--- config.mk ---
export PLATFORM = sky130hd
export DESIGN_NAME = branch_pc_seq
export DESIGN_NICKNAME = d
export VERILOG_FILES = /design/src/rtl/cpu_pkg.sv /design/src/rtl/sat_counter.sv /design/src/rtl/branch_pc_seq.sv
export SDC_FILE = /design/constraint.sdc
export NUM_CORES = 1
export LEC_CHECK = 0
export ABC_AREA = 1
export BUFFER_PORTS_ARGS = -buffer_cell sky130_fd_sc_hd__buf_2
export CORE_ASPECT_RATIO = 1.1
export CORE_MARGIN = 4
export CORE_UTILIZATION = 59
export CTS_CLUSTER_DIAMETER = 200
export CTS_CLUSTER_SIZE = 12
export DETAILED_ROUTE_END_ITERATION = 16
export GPL_ROUTABILITY_DRIVEN = 0
export PLACE_DENSITY = 0.87
export SLEW_MARGIN = 20
export SYNTH_ARGS = -nofsm -noshare
export SYNTH_HDL_FRONTEND = slang
export SYNTH_SLANG_ARGS = --single-unit
--- constraint.sdc ---
create_clock -name clock -period 5.7 [get_ports clock]
set_input_delay 0.855 -clock clock [delete_from_list [all_inputs] [get_ports clock]]
set_output_delay 0.855 -clock clock [all_outputs]
set_load 0.05 [all_outputs]
--- src/rtl/cpu_pkg.sv ---
// Shared CPU datapath definitions: branch FSM encoding, PC reset value and
// branch condition encodings used by both the condition logic and the sequencer.
package cpu_pkg;

  typedef enum logic [1:0] {
    IDLE   = 2'd0,
    EVAL   = 2'd1,
    UPDATE = 2'd2,
    DONE   = 2'd3
  } br_state_t;

  localparam int unsigned PC_RESET = 0;

  typedef enum logic [1:0] {
    COND_ZERO    = 2'b00,
    COND_NONZERO = 2'b01,
    COND_POS     = 2'b10,
    COND_NEG     = 2'b11
  } br_cond_t;

endpackage

--- src/rtl/sat_counter.sv ---
// Saturating up-counter with synchronous clear. With EN=0 no flops are built
// and the count is a constant zero.
module sat_counter #(
  parameter int W  = 16,
  parameter bit EN = 1'b1
) (
  input  logic         clock,
  input  logic         clear,
  input  logic         inc,
  output logic [W-1:0] count
);

  if (EN) begin : g_cnt
    logic [W-1:0] count_q, count_d;

    always_comb begin
      count_d = count_q;
      if (inc && (count_q != {W{1'b1}}))
        count_d = count_q + W'(1);
    end

    always_ff @(posedge clock) begin
      if (clear) count_q <= '0;
      else       count_q <= count_d;
    end

    assign count = count_q;
  end else begin : g_nocnt
    logic unused_in;
    assign unused_in = ^{clock, clear, inc};
    assign count     = '0;
  end

endmodule

--- src/rtl/branch_pc_seq.sv ---
// Branch sequencer and sole PC owner: fetch increment, direct loads and the
// IDLE/EVAL/UPDATE/DONE conditional-branch sequence. Define BRANCH_STATS_EN
// to build the taken/not-taken saturating counters.
module branch_pc_seq
  import cpu_pkg::*;
#(
  parameter int PC_W   = 32,
  parameter int OFF_W  = 19,
  parameter int STAT_W = 16
) (
  input  logic              clock,
  input  logic              clear,
  input  logic              inc_pc,
  input  logic              pc_load,
  input  logic [PC_W-1:0]   pc_load_value,
  input  logic              br_start,
  input  logic              con_flag,
  input  logic [OFF_W-1:0]  br_offset,
  output logic [PC_W-1:0]   pc,
  output logic              con_ff,
  output logic              busy,
  output logic              br_done,
  output logic              br_taken,
  output logic [STAT_W-1:0] taken_cnt,
  output logic [STAT_W-1:0] not_taken_cnt
);

`ifdef BRANCH_STATS_EN
  localparam bit STATS_EN = 1'b1;
`else
  localparam bit STATS_EN = 1'b0;
`endif

  br_state_t        state_q, state_d;
  logic [PC_W-1:0]  pc_q, pc_d;
  logic [OFF_W-1:0] off_q, off_d;
  logic             con_ff_q, con_ff_d;
  logic             br_done_q, br_done_d;
  logic             br_taken_q, br_taken_d;
  logic [PC_W-1:0]  off_sext;

  assign off_sext = {{(PC_W-OFF_W){off_q[OFF_W-1]}}, off_q};

  // pc_load outranks everything but clear and aborts any sequence in flight,
  // which also blocks the EVAL capture so con_ff keeps its last value.
  always_comb begin
    state_d    = state_q;
    pc_d       = pc_q;
    off_d      = off_q;
    con_ff_d   = con_ff_q;
    br_done_d  = 1'b0;
    br_taken_d = 1'b0;
    if (pc_load) begin
      pc_d    = pc_load_value;
      state_d = IDLE;
    end else begin
      case (state_q)
        IDLE: begin
          if (br_start) begin
            state_d = EVAL;
            off_d   = br_offset;
          end else if (inc_pc) begin
            pc_d = pc_q + PC_W'(1);
          end
        end
        EVAL: begin
          con_ff_d = con_flag;
          state_d  = UPDATE;
        end
        UPDATE: begin
          if (con_ff_q) pc_d = pc_q + off_sext;
          state_d    = DONE;
          br_done_d  = 1'b1;
          br_taken_d = con_ff_q;
        end
        DONE:    state_d = IDLE;
        default: state_d = IDLE;
      endcase
    end
  end

  always_ff @(posedge clock) begin
    if (clear) begin
      state_q    <= IDLE;
      pc_q       <= PC_W'(PC_RESET);
      off_q      <= '0;
      con_ff_q   <= 1'b0;
      br_done_q  <= 1'b0;
      br_taken_q <= 1'b0;
    end else begin
      state_q    <= state_d;
      pc_q       <= pc_d;
      off_q      <= off_d;
      con_ff_q   <= con_ff_d;
      br_done_q  <= br_done_d;
      br_taken_q <= br_taken_d;
    end
  end

  assign pc       = pc_q;
  assign con_ff   = con_ff_q;
  assign busy     = (state_q != IDLE);
  assign br_done  = br_done_q;
  assign br_taken = br_taken_q;

  logic in_done;
  assign in_done = (state_q == DONE);

  sat_counter #(.W(STAT_W), .EN(STATS_EN)) u_taken_cnt (
    .clock (clock),
    .clear (clear),
    .inc   (in_done & con_ff_q),
    .count (taken_cnt)
  );

  sat_counter #(.W(STAT_W), .EN(STATS_EN)) u_not_taken_cnt (
    .clock (clock),
    .clear (clear),
    .inc   (in_done & ~con_ff_q),
    .count (not_taken_cnt)
  );

endmodule

# After elaboration in Yosys (flattened, before gate mapping)
# Index checks and enable logic that the tools add are counted.
# classes
n_reduce_logical	8
muxes	8
eq_ne	7
add_sub_neg	2
bitwise_logic	2
# ops
operator	n
$mux W32	4
$pmux W32 S2	1
$add A32 B1 Y32 const B	1
$add A32 B32 Y32	1
$ne A3 B3 Y1 const B	3
$pmux W2 S4	1
$eq A2 B2 Y1 const B	2
$reduce_and A4 Y1	1
$reduce_and A3 Y1	1
$reduce_bool A3 Y1	1
$reduce_or A3 Y1	1
$eq A2 B1 Y1 const B	1
$logic_not A2 Y1	1
$mux W2	1
$ne A2 B2 Y1 const B	1
$not A1 Y1	2
$reduce_and A2 Y1	1
$reduce_bool A2 Y1	1
$reduce_or A2 Y1	1
$mux W1	1
# totals
output_inout_bits	68
elab_cells	33
inputBits	57
reg_bits	56

# Logic depth before layout (Yosys ltp)
# Gate-level depths: netlist (run 1).
# depth
word_depth	5
ltp_mapped	21
depth_no_buf	18

# Modules after synthesis
# Synthesis (run 1) repeated with hierarchy kept, for this count alone.
# unflattened
hier_cells	867
hier_area_um2	4942.2
# by_module_without_submodules
module	instances	seq_area_each_um2	area_each_um2	cells_each
branch_pc_seq	1	1121.1	4694.5	833
sat_counter	2	0.0	123.9	17

# Least setup slack after synthesis (run 1)
# No wires, ideal clock.
# synth_path
path_kind	reg2reg
from	reg state_q[0]
to	reg pc_q[14], in the netlist pc[14]
n_path_buf	2
arrival_time_ps	3020
path_slack_ps	2546
period_less_slack_ps	3154
path_stages_with_launch	18
path_cell_list	dfxtp_1 > inv_1 > ha_1 > buf_6 > clkbuf_1 > inv_1 > or2_2 > ha_1 > fa_1 > nand3_1 > nand3_1 > nand2_1 > nand2_1 > nand2_1 > nand2_1 > or2_2 > nand3_1 > a31oi_1
# synth_between
elab_chain_cells	3
word_cells_on_any_way	9
# synth_lines
item	line	rtl
start: declaration	branch_pc_seq.sv:34	br_state_t state_q, state_d;
start signal: assignment	branch_pc_seq.sv:91	state_q <= state_d;
$eq A2 B2 Y1 / $logic_not A2 Y1 (equally long branches)	branch_pc_seq.sv:57	case (state_q)
$ne A3 B3 Y1 (no source line) (tied with other cells)	--	
$reduce_and A4 Y1 (no source line) / $mux W32 (equally long branches)	--	
end signal: assignment	branch_pc_seq.sv:85	pc_q <= PC_W'(PC_RESET);
end signal: assignment	branch_pc_seq.sv:92	pc_q <= pc_d;
end: declaration	branch_pc_seq.sv:35	logic [PC_W-1:0] pc_q, pc_d;
# Several ways; a longest one is shown, not always the timed one.
# A chain may end at the register's enable or synchronous reset.

# Worst setup path after layout (run 1)
# layout_path
from	reg state_q[0]
to	reg pc_q[22], in the netlist pc[22]
# The elaborated chain is that of the path after synthesis.

==> results by group, run 1 <==
Outcome
  – Result of the run: complete, no violations

Setup path
  – Family with the most delay on the worst path: simple AND/OR/NAND/NOR gates
  – Nature of the critical path startpoint: register
  – Library cell contributing the largest single delay on the critical path: sky130_fd_sc_hd__ha_1
  – Data arrival, critical path: approximately 3200 ps
  – Data required time at the worst endpoint: 5960 ps
  – Largest fanout on the critical path: ~40
  – Cell mode on critical path: sky130_fd_sc_hd__nand2_1
  – Category of the critical setup timing path: register to register
  – Count of buffering cells on the critical path with inverters included: 4
  – Cell chain of the critical path: inv_1 -> ha_1 -> buf_4 -> nand2_1 -> inv_1 -> ha_1 -> nand2_1 -> nor2_1 -> inv_1 -> nor3_1 -> nand2_1 -> nand2_1 -> nand2_1 -> nand2_1 -> xor2_1 -> nand2_1 -> a21oi_2
  – Peak per-stage delay on the critical path: around 360 ps
  – Kind of end point of the critical path: register

Route
  – DRC Markers: 0
  – Post-detailed-route count of antenna-violating nets: 0
  – Initial detailed-routing violation count: around 390
  – Via count: approximately 5,500
  – Routed wirelength normalized by instance count: 12.9 µm
  – Per-cell via count in the routed design: around 5.2
  – Number of iterations in the first detailed-routing pass: 7
  – Sum of routed wire length over all layers: ~14,000 µm

STA
  – Max Clock Freq: between 300 and 400 MHz
  – Tmin final: 2890 ps
  – # setup viols final: 0
  – Setup repair after global routing missed its margin: no
  – Period utilisation layout: 50.6%
  – Total negative slack: 0 ps
  – Layout Skew: about 6.7 ps
  – Total count of max-transition violations in the final report: 0
  – Slew margin rel.: between 40% and 50%
  – Transition time at the pin with the least slew margin: around 860 ps
  – Final number of hold-violating endpoints: 0

Floorplan
  – Die X: 96.2 µm
  – Number of top-level design ports: roughly 130
  – Die outline area: 10,100 µm²
  – Die extent in y: roughly 100 µm
  – Core footprint: 8360 µm²
  – Cell Rows: 35
  – Effective utilization at floorplan: between 60 and 70%

Global routing
  – Total Routing Usage GR: between 20% and 30%
  – Antenna violations before repair: 0
  – Vias in the first global route: ~5,000
  – Global-route wire length before repair: approximately 22,000 µm
  – Largest net degree at the start of global routing: 42
  – Global route total overflow: 0

Clocking
  – Root Buffer: sky130_fd_sc_hd__clkbuf_8
  – Depth of the CTS H-tree: 2
  – Post-CTS setup buffer count: 0
  – Number of sinks handled by clock tree synthesis: 56
  – Clock buffer depth: 2
  – Clock insertion delay at the later pin of the skew report: 320 ps
  – Number of CTS-inserted buffers: 5
  – CTS tree: yes
  – Hold-fix buffers at CTS: 0
  – Number of resized instances in the post-cts repair step: 0
  – Clock-pin transition on the worst setup and hold timing paths: 110 ps

Cells and area
  – Antenna cells: 0
  – Fill cells: between 800 and 900
  – Commonest non-fill, non-tap cells in the layout: 283 x sky130_fd_sc_hd__nand2_1, 130 x sky130_fd_sc_hd__inv_1, 92 x sky130_fd_sc_hd__buf_2, 80 x sky130_fd_sc_hd__nor2_1, 60 x sky130_fd_sc_hd__nand3_1
  – Area added between synthesis and finish: 9.15%
  – Proportion of layout cells with a drive suffix above 1: 15.7%
  – Count of placed standard cells in the final layout, fillers left out: 1,052
  – Nets@finish: 1,020
  – Leading cell type in the layout, fill and taps excluded: sky130_fd_sc_hd__nand2_1

Yosys
  – Synthesized instance count: approximately 860
  – Portion of the post-synthesis area used by sequential elements: around 22%
  – Mapped Area: 5040 µm²
  – Yosys synthesis warning count: 0
  – FF+latch count, synth: 56
  – Count of cell types in the netlist: 35
  – Mean post-synth cell area: a little under 6 µm²

Placed design
  – Placed cell count: 1,044
  – Post-detail-place hpwl: about 10,000 µm
  – Count of port buffers added during placement: a little over 90

Power
  – Areal power density over the cells: roughly 180 nW/µm²
  – Peak supply drop: 0.140 mV
  – Static Leakage: between 3 and 4 nW

Min path
  – Tightest Hold Check Type: register to register

Run
  – Total of max-cap violations: 0
[sequential cells by signal, indices dropped and copies added, names as in the netlist]
| name | cells |
|---|---|
| state_q | 2 |
| pc | 32 |
| con_ff | 1 |
| off_q | 19 |
| br_taken | 1 |
| br_done | 1 |
[worst reg2reg max path: cells and delay by family, from the launching register on]
kind	cells	cell delay (ps)
xor+xnor	1	150
fa+ha+maj	2	570
flops	1	350
compound gates	1	120
buf+inv	4	540
simple gates	9	1110
[cell type report]
type | instances | area [µm²] | area share [%]
Clock inverter | 3 | 22.5 | 0.409
Multi-Input combinational cell | 650 | 3180 | 57.7
Clock buffer | 5 | 68.8 | 1.25
Timing Repair Buffer | 95 | 483 | 8.77
Tap cell | 111 | 139 | 2.52
Sequential cell | 56 | 1120 | 20.4
Inverter | 132 | 495 | 9.00
[cells by family after synthesis]
group | synth area share (%)
DFF | 22.2
AOI/OAI and AO/OA | 11.1
xor gates and xnor gates | 3.30
and+or+nand+nor | 40.2
adders and majority gates | 5.85
buffers and inverters | 17.2
other | 0.0743
[power by group]
group	switching (W)	total, W	internal (W)
registers	0.0000253	0.000444	0.000419
logic	0.000232	0.000310	0.0000778
clock network	0.000150	0.000238	0.0000888
total	0.000407	0.000992	0.000585
[metrics by stage]
stage | power, W | setup slack (ps) | util [%] | area, µm² | hold slack (ps)
2_1_floorplan | 0.000704 | 2550 | - | 5160 | 470
3_3_place_gp | 0.000754 | 2900 | 64.7 | 5420 | 492
3_5_place_dp | 0.000759 | 2850 | 64.7 | 5420 | 491
4_1_cts | 0.000993 | 2830 | 65.8 | 5510 | 506
5_1_grt | 0.00104 | 2530 | 65.8 | 5510 | 538
6_report | 0.000992 | 2810 | 65.8 | 5510 | 507
[cell usage after synthesis (all sizes together)]
cell	number	area share [%]
nand2	301	24
inv	131	9.7
nor2	93	7.7
nand3	64	6.7
dfxtp	56	22
buf	43	6.3
o21ai	40	4.0
a21oi	34	3.7
ha	22	5.5
a31oi	18	2.2
xor2	18	3.1
clkbuf	14	1.0
nor3	7	0.79
nand4	6	0.74
o21bai	3	0.45
or2	3	0.37
a211oi	2	0.30
a22o	2	0.35
nand3b	2	0.30
a41oi	1	0.17
clkinv	1	0.074
conb	1	0.074
fa	1	0.40
xnor2	1	0.17
[worst paths after layout]
| kind | to | cells after the start | slack [ps] | startpoint |
|---|---|---|---|---|
| max | pc[22] | 17 | 2810 | state_q[0] |
| min | br_taken | 2 | 510 | con_ff |
| max reg2reg | pc[22] | 17 | 2810 | state_q[0] |
| min reg2reg | br_taken | 2 | 510 | con_ff |
[per-layer routing]
layer | wire [µm] | part of all wire, % | GRT usage, % | vias up
li1 | - | - | - | 2772
met1 | 5870 | 43 | 35.9 | 2423
met5 | 0 | 0 | 0 | -
met3 | 1090 | 8.0 | 4.10 | 30
met2 | 6270 | 46 | 43.8 | 259
met4 | 308 | 2.3 | 7.72 | 0
Power figures use the tool's default switching activity.
==> inputs of run 2 (changes only) <==
--- a/config.mk
+++ b/config.mk
@@ -9,12 +9,12 @@
 export BUFFER_PORTS_ARGS = -buffer_cell sky130_fd_sc_hd__buf_2
 export CORE_ASPECT_RATIO = 1.1
 export CORE_MARGIN = 4
-export CORE_UTILIZATION = 59
+export CORE_UTILIZATION = 55
 export CTS_CLUSTER_DIAMETER = 200
 export CTS_CLUSTER_SIZE = 12
 export DETAILED_ROUTE_END_ITERATION = 16
 export GPL_ROUTABILITY_DRIVEN = 0
-export PLACE_DENSITY = 0.87
+export PLACE_DENSITY = 0.82
 export SLEW_MARGIN = 20
 export SYNTH_ARGS = -nofsm -noshare
 export SYNTH_HDL_FRONTEND = slang
==> constraint.sdc (replaced) <==
create_clock -name clock -period 2.7 [get_ports clock]
set_input_delay 0.405 -clock clock [delete_from_list [all_inputs] [get_ports clock]]
set_output_delay 0.405 -clock clock [all_outputs]
set_load 0.05 [all_outputs]
==> run 2 against run 1 <==
Against the previous run:
- die area increased by 6.7%
- power grew 120%
- hold slack lost 220 ps
- register-to-register slack worse by 2700 ps
- maximum frequency up 11%
- sequential share of layout area shrank 0.77 points
- global-route usage down 1.1 points
- non-clock buffer count rose by 10
- first-iteration DRC count up 32%
- sequential power increased by 110%
- setup slack worse by 2700 ps
- via count is 0.42% higher
- critical endpoint is now pc[26]
==> results by group, run 2 (synthesized netlist as in run 1, its figures left out) <==
Outcome
  – Result of the run: complete, no violations

STA
  – Max Clock Freq: just under 400 MHz
  – Slew margin rel.: roughly 63%
  – Layout Skew: around 6 ps
  – Tmin final: between 2000 and 3000 ps
  – Transition time at the pin with the least slew margin: approximately 560 ps
  – Total negative slack: 0 ps
  – Final number of hold-violating endpoints: 0
  – Total count of max-transition violations in the final report: 0
  – Post-layout worst setup margin: slightly below 100 ps
  – Period utilisation layout: between 90% and 100%
  – # setup viols final: 0
  – Setup repair after global routing missed its margin: yes

Floorplan
  – Die extent in y: 108 µm
  – Effective utilization at floorplan: 56.6%
  – Core footprint: slightly below 9000 µm²
  – Die outline area: 10,800 µm²
  – Cell Rows: 36
  – Die X: 99.3 µm
  – Number of top-level design ports: roughly 130

Power
  – Peak supply drop: about 0.30 mV
  – Part of the total power dissipated in combinational logic: 31.9%
  – Fraction of power consumed by the clock network: between 20% and 30%
  – Static Leakage: between 3 and 4 nW
  – Switching Fraction: 41.4%
  – Areal power density over the cells: 376 nW/µm²
  – Net Switching: slightly below 0.0009 W
  – Sequential fraction of design power: 43.5%
  – Total internal power: roughly 0.0013 W

Setup path
  – Kind of end point of the critical path: register
  – Launching point of the worst reg2reg path: state_q[0]
  – Data arrival, critical path: between 2000 and 3000 ps
  – Timing startpoint of the critical path: state_q[0]
  – Nature of the critical path startpoint: register
  – Largest fanout on the critical path: 21
  – Category of the critical setup timing path: register to register
  – Data required time at the worst endpoint: approximately 3000 ps

Clocking
  – CTS tree: yes
  – Depth of the CTS H-tree: 2
  – Number of sinks handled by clock tree synthesis: between 50 and 60
  – Clock insertion delay at the later pin of the skew report: between 300 and 400 ps
  – Number of CTS-inserted buffers: 5
  – Clock-pin transition on the worst setup and hold timing paths: 120 ps
  – Root Buffer: sky130_fd_sc_hd__clkbuf_8
  – Clock buffer depth: 2
  – Hold-fix buffers at CTS: 0

Route
  – Sum of routed wire length over all layers: 14,100 µm
  – Number of iterations in the first detailed-routing pass: 6
  – Routed wirelength normalized by instance count: 13.2 µm
  – Post-detailed-route count of antenna-violating nets: 0
  – DRC Markers: 0
  – Initial detailed-routing violation count: between 500 and 600
  – Per-cell via count in the routed design: 5.17
  – Via count: roughly 5,500

Cells and area
  – Leading cell type in the layout, fill and taps excluded: sky130_fd_sc_hd__nand2_1
  – Fill cells: roughly 860
  – Antenna cells: 0
  – Max FFs per register: 32
  – Nets@finish: roughly 1,000
  – Proportion of layout cells with a drive suffix above 1: between 10% and 20%
  – Combined area of the multi-input logic cells: approximately 3300 µm²
  – Register Area: 1120 µm²
  – Area added between synthesis and finish: 13.5%
  – Commonest non-fill, non-tap cells in the layout: 275 x sky130_fd_sc_hd__nand2_1, 129 x sky130_fd_sc_hd__inv_1, 92 x sky130_fd_sc_hd__buf_2, 78 x sky130_fd_sc_hd__nor2_1, 57 x sky130_fd_sc_hd__nand3_1

Global routing
  – Global-route layer with the greatest usage: met2
  – GR met1 Demand/Resource: between 30% and 40%
  – Largest net degree at the start of global routing: 31
  – Global route total overflow: 0
  – GR Util met2: between 40% and 50%
  – Vias in the first global route: roughly 5,000
  – Routing usage on met3: 4.26%
  – Global-route wire length before repair: 22,800 µm
  – Antenna violations before repair: 0
  – Total Routing Usage GR: about 26%

Run
  – Total of max-cap violations: 0

Placed design
  – Worst setup slack after placement: around 50 ps
  – Post-detail-place hpwl: 10,800 µm
  – Count of port buffers added during placement: 92

Min path
  – Worst min-delay path startpoint: br_offset[2]
  – Tightest Hold Check Type: input pin to register
==> run 2: worst paths after layout <==
kind	to	slack (ps)	cells after the start
max	pc[26]	100	15
min	off_q[2]	290	3
max reg2reg	pc[26]	100	15
min reg2reg	br_taken	510	2
==> run 2: per-layer routing <==
| metal | share of wire (%) | up-vias |
|---|---|---|
| li1 | - | 2792 |
| met1 | 41 | 2397 |
| met2 | 47 | 278 |
| met3 | 9.1 | 40 |
| met4 | 2.6 | 0 |
| met5 | 0 | - |
==> run 2: timing repair <==
action	4_1_cts	5_1_grt
buffers inserted	0	5
endpoints found under the setup margin	0	16
gates resized for setup	0	24
==> run 2: critical path, stage by stage, from the launching register on <==
cell	delay, ps
sky130_fd_sc_hd__dfxtp_1	360
sky130_fd_sc_hd__inv_2	70
sky130_fd_sc_hd__ha_4	150
sky130_fd_sc_hd__buf_4	200
sky130_fd_sc_hd__nand2_1	110
sky130_fd_sc_hd__inv_1	60
sky130_fd_sc_hd__ha_1	340
sky130_fd_sc_hd__a21oi_1	280
sky130_fd_sc_hd__nand2_1	160
sky130_fd_sc_hd__a21oi_1	280
sky130_fd_sc_hd__nor2_1	90
sky130_fd_sc_hd__nor2_1	140
sky130_fd_sc_hd__nand2_1	70
sky130_fd_sc_hd__nand2_1	50
sky130_fd_sc_hd__nand3_1	60
sky130_fd_sc_hd__a21oi_1	120
==> run 2: cell type report <==
| type | instances | area share [%] |
|---|---|---|
| Clock inverter | 3 | 0.437 |
| Sequential cell | 56 | 19.6 |
| Inverter | 132 | 8.66 |
| Clock buffer | 5 | 1.20 |
| Timing Repair Buffer | 105 | 9.81 |
| Tap cell | 114 | 2.49 |
| Multi-Input combinational cell | 650 | 57.8 |
==> run 2: through the flow <==
stage          hold slack [ps]  util (%)  instances  power, W  instance area [µm²]
6_report                   287      64.2       1065   0.00215                 5720
5_1_grt                    291      64.2       1065   0.00224                 5720
4_1_cts                    286      62.5       1060   0.00213                 5570
3_5_place_dp               482      61.4       1052   0.00162                 5480
3_3_place_gp               480      61.4       1052   0.00161                 5480
2_1_floorplan              470         -        895   0.00149                 5190
==> run 2: power groups by stage <==
stage	sequential (W)	clock, W	combinational, W
floorplan	0.00106	0	0.000434
global placement	0.000950	0	0.000659
detailed placement	0.000951	0	0.000665
CTS	0.000933	0.000526	0.000668
global route	0.000944	0.000550	0.000745
finish	0.000936	0.000529	0.000685
==> inputs of run 3 (changes only) <==
--- a/config.mk
+++ b/config.mk
@@ -7,14 +7,16 @@
 export LEC_CHECK = 0
 export ABC_AREA = 1
 export BUFFER_PORTS_ARGS = -buffer_cell sky130_fd_sc_hd__buf_2
-export CORE_ASPECT_RATIO = 1.1
+export CELL_PAD_IN_SITES_DETAIL_PLACEMENT = 0
+export CELL_PAD_IN_SITES_GLOBAL_PLACEMENT = 1
+export CORE_ASPECT_RATIO = 0.9
 export CORE_MARGIN = 4
-export CORE_UTILIZATION = 55
+export CORE_UTILIZATION = 37
 export CTS_CLUSTER_DIAMETER = 200
 export CTS_CLUSTER_SIZE = 12
 export DETAILED_ROUTE_END_ITERATION = 16
 export GPL_ROUTABILITY_DRIVEN = 0
-export PLACE_DENSITY = 0.82
+export PLACE_DENSITY_LB_ADDON = 0.1
 export SLEW_MARGIN = 20
 export SYNTH_ARGS = -nofsm -noshare
 export SYNTH_HDL_FRONTEND = slang
==> run 3 against run 2 <==
Against the previous run:
- first-iteration DRC count is 14% lower
- via count rose by 1.5%
- critical path depth grew 1
- power is 11% higher
- maximum frequency increased by 1.1%
- non-clock buffer count rose by 16
- critical path type unchanged
- routed wire length is 23% higher
- largest power group unchanged
- setup slack gained 28 ps
==> results by group, run 3 (synthesized netlist as in run 1, its figures left out) <==
Outcome
  – Result of the run: complete, no violations

Cells and area
  – Leading cell type in the layout, fill and taps excluded: sky130_fd_sc_hd__nand2_1
  – Nets@finish: between 1,000 and 1,500
  – Fill cells: ~1,500
  – Proportion of layout cells with a drive suffix above 1: between 20% and 30%
  – Antenna cells: 0
  – Commonest non-fill, non-tap cells in the layout: 278 x sky130_fd_sc_hd__nand2_1, 129 x sky130_fd_sc_hd__inv_1, 92 x sky130_fd_sc_hd__buf_2, 77 x sky130_fd_sc_hd__nor2_1, 56 x sky130_fd_sc_hd__dfxtp_1
  – Max FFs per register: 32
  – Area added between synthesis and finish: 18.6%

Global routing
  – Total Routing Usage GR: between 20 and 25%
  – Global-route wire length before repair: ~27,000 µm
  – Largest net degree at the start of global routing: 42
  – Antenna violations before repair: 0
  – Vias in the first global route: 5,282
  – Global route total overflow: 0

Clocking
  – Depth of the CTS H-tree: 2
  – Clock buffer depth: 2
  – Clock insertion delay at the later pin of the skew report: 320 ps
  – Clock-pin transition on the worst setup and hold timing paths: 90 ps
  – Hold-fix buffers at CTS: 0
  – CTS tree: yes
  – Root Buffer: sky130_fd_sc_hd__clkbuf_16
  – Number of CTS-inserted buffers: 5
  – Number of sinks handled by clock tree synthesis: between 50 and 60

STA
  – Slew margin rel.: about three fifths
  – Tmin final: ~2600 ps
  – Total count of max-transition violations in the final report: 0
  – Layout Skew: between 10 and 15 ps
  – # setup viols final: 0
  – Total negative slack: 0 ps
  – Transition time at the pin with the least slew margin: between 500 and 600 ps
  – Period utilisation layout: a little over nine tenths
  – Max Clock Freq: ~400 MHz
  – Final number of hold-violating endpoints: 0

Route
  – Number of iterations in the first detailed-routing pass: 5
  – Initial detailed-routing violation count: 440
  – Post-detailed-route count of antenna-violating nets: 0
  – DRC Markers: 0
  – Per-cell via count in the routed design: between 4 and 5
  – Routed wirelength normalized by instance count: ~15 µm
  – Sum of routed wire length over all layers: 17,400 µm
  – Via count: 5,592

Min path
  – Tightest Hold Check Type: input pin to register

Floorplan
  – Core footprint: 13,400 µm²
  – Effective utilization at floorplan: between 30% and 40%
  – Number of top-level design ports: roughly 130
  – Die extent in y: approximately 120 µm
  – Cell Rows: 40
  – Die outline area: ~16,000 µm²
  – Die X: approximately 130 µm

Power
  – Peak supply drop: 0.229 mV
  – Areal power density over the cells: just under 400 nW/µm²
  – Static Leakage: 3.36 nW
  – Post-layout total power: about 0.0024 W

Setup path
  – Nature of the critical path startpoint: register
  – Largest fanout on the critical path: 4
  – Data arrival, critical path: approximately 2800 ps
  – Kind of end point of the critical path: register
  – Category of the critical setup timing path: register to register
  – Data required time at the worst endpoint: around 3000 ps

Placed design
  – Post-detail-place hpwl: approximately 13,000 µm
  – Count of port buffers added during placement: 92

Run
  – Total of max-cap violations: 0
==> run 3: what timing repair did <==
action	4_1_cts	5_1_grt
setup endpoints to repair	2	19
cloned	0	1
resized for setup	1	18
pin swaps	1	1
setup buffers	1	3
==> run 3: metrics by stage <==
| stage | setup WS (ps) | instances | hold slack [ps] | area [µm²] | util [%] |
|---|---|---|---|---|---|
| 3_5_place_dp | -66.3 | 1122 | 486 | 5690 | 42.6 |
| 3_3_place_gp | -90.3 | 1122 | 495 | 5690 | 42.6 |
| 2_1_floorplan | 16.8 | 895 | 470 | 5190 | - |
| 5_1_grt | -0.540 | 1135 | 320 | 5980 | 44.8 |
| 6_report | 125 | 1135 | 314 | 5980 | 44.8 |
| 4_1_cts | 12.9 | 1131 | 313 | 5850 | 43.8 |
==> run 3: metal layers <==
layer  routed length [µm]  up-vias  GRT usage, %
li1                     -     2823             -
met1                 8600     2573          33.0
met2                 7290      182          32.5
met3                 1340       14          5.51
met4                  163        0          3.92
met5                    0        -             0
==> run 3: path summary, 6_finish.rpt <==
| kind | startpoint | to | slack (ps) | cells after the start |
|---|---|---|---|---|
| min | br_offset[14] | off_q[14] | 310 | 3 |
| max | state_q[1] | pc[22] | 130 | 16 |
| max reg2reg | state_q[1] | pc[22] | 130 | 16 |
| min reg2reg | con_ff | br_taken | 510 | 2 |
==> run 3: layout make-up <==
| type | count | area, µm² | area share, % |
|---|---|---|---|
| sequential | 56 | 1120 | 18.7 |
| clock buffer | 6 | 129 | 2.15 |
| inverter | 132 | 495 | 8.28 |
| multi-input combinational | 650 | 3290 | 55.0 |
| timing repair buffer | 121 | 721 | 12.0 |
| tap | 168 | 210 | 3.51 |
| clock inverter | 2 | 16.3 | 0.272 |
==> run 3: worst max-delay path, stage by stage (launching register included) <==
cell and delay (ps):
sky130_fd_sc_hd__dfxtp_1 390, sky130_fd_sc_hd__ha_4 180, sky130_fd_sc_hd__inv_1 70, sky130_fd_sc_hd__or2_2 300, sky130_fd_sc_hd__ha_4 190, sky130_fd_sc_hd__fa_2 360
sky130_fd_sc_hd__nand3_1 110, sky130_fd_sc_hd__nand3_2 100, sky130_fd_sc_hd__nand2_1 90, sky130_fd_sc_hd__nand2_2 70, sky130_fd_sc_hd__nand2_1 80, sky130_fd_sc_hd__nand2_2 90
sky130_fd_sc_hd__nand2_1 90, sky130_fd_sc_hd__nand2_1 60, sky130_fd_sc_hd__xor2_1 140, sky130_fd_sc_hd__nand2_1 90, sky130_fd_sc_hd__a21oi_2 120
==> run 3: report_power, final <==
group / switching [W] / internal [W]
clock network: 0.000364 / 0.000349
logic: 0.000528 / 0.000194
registers: 0.0000600 / 0.000884
total: 0.000952 / 0.00143
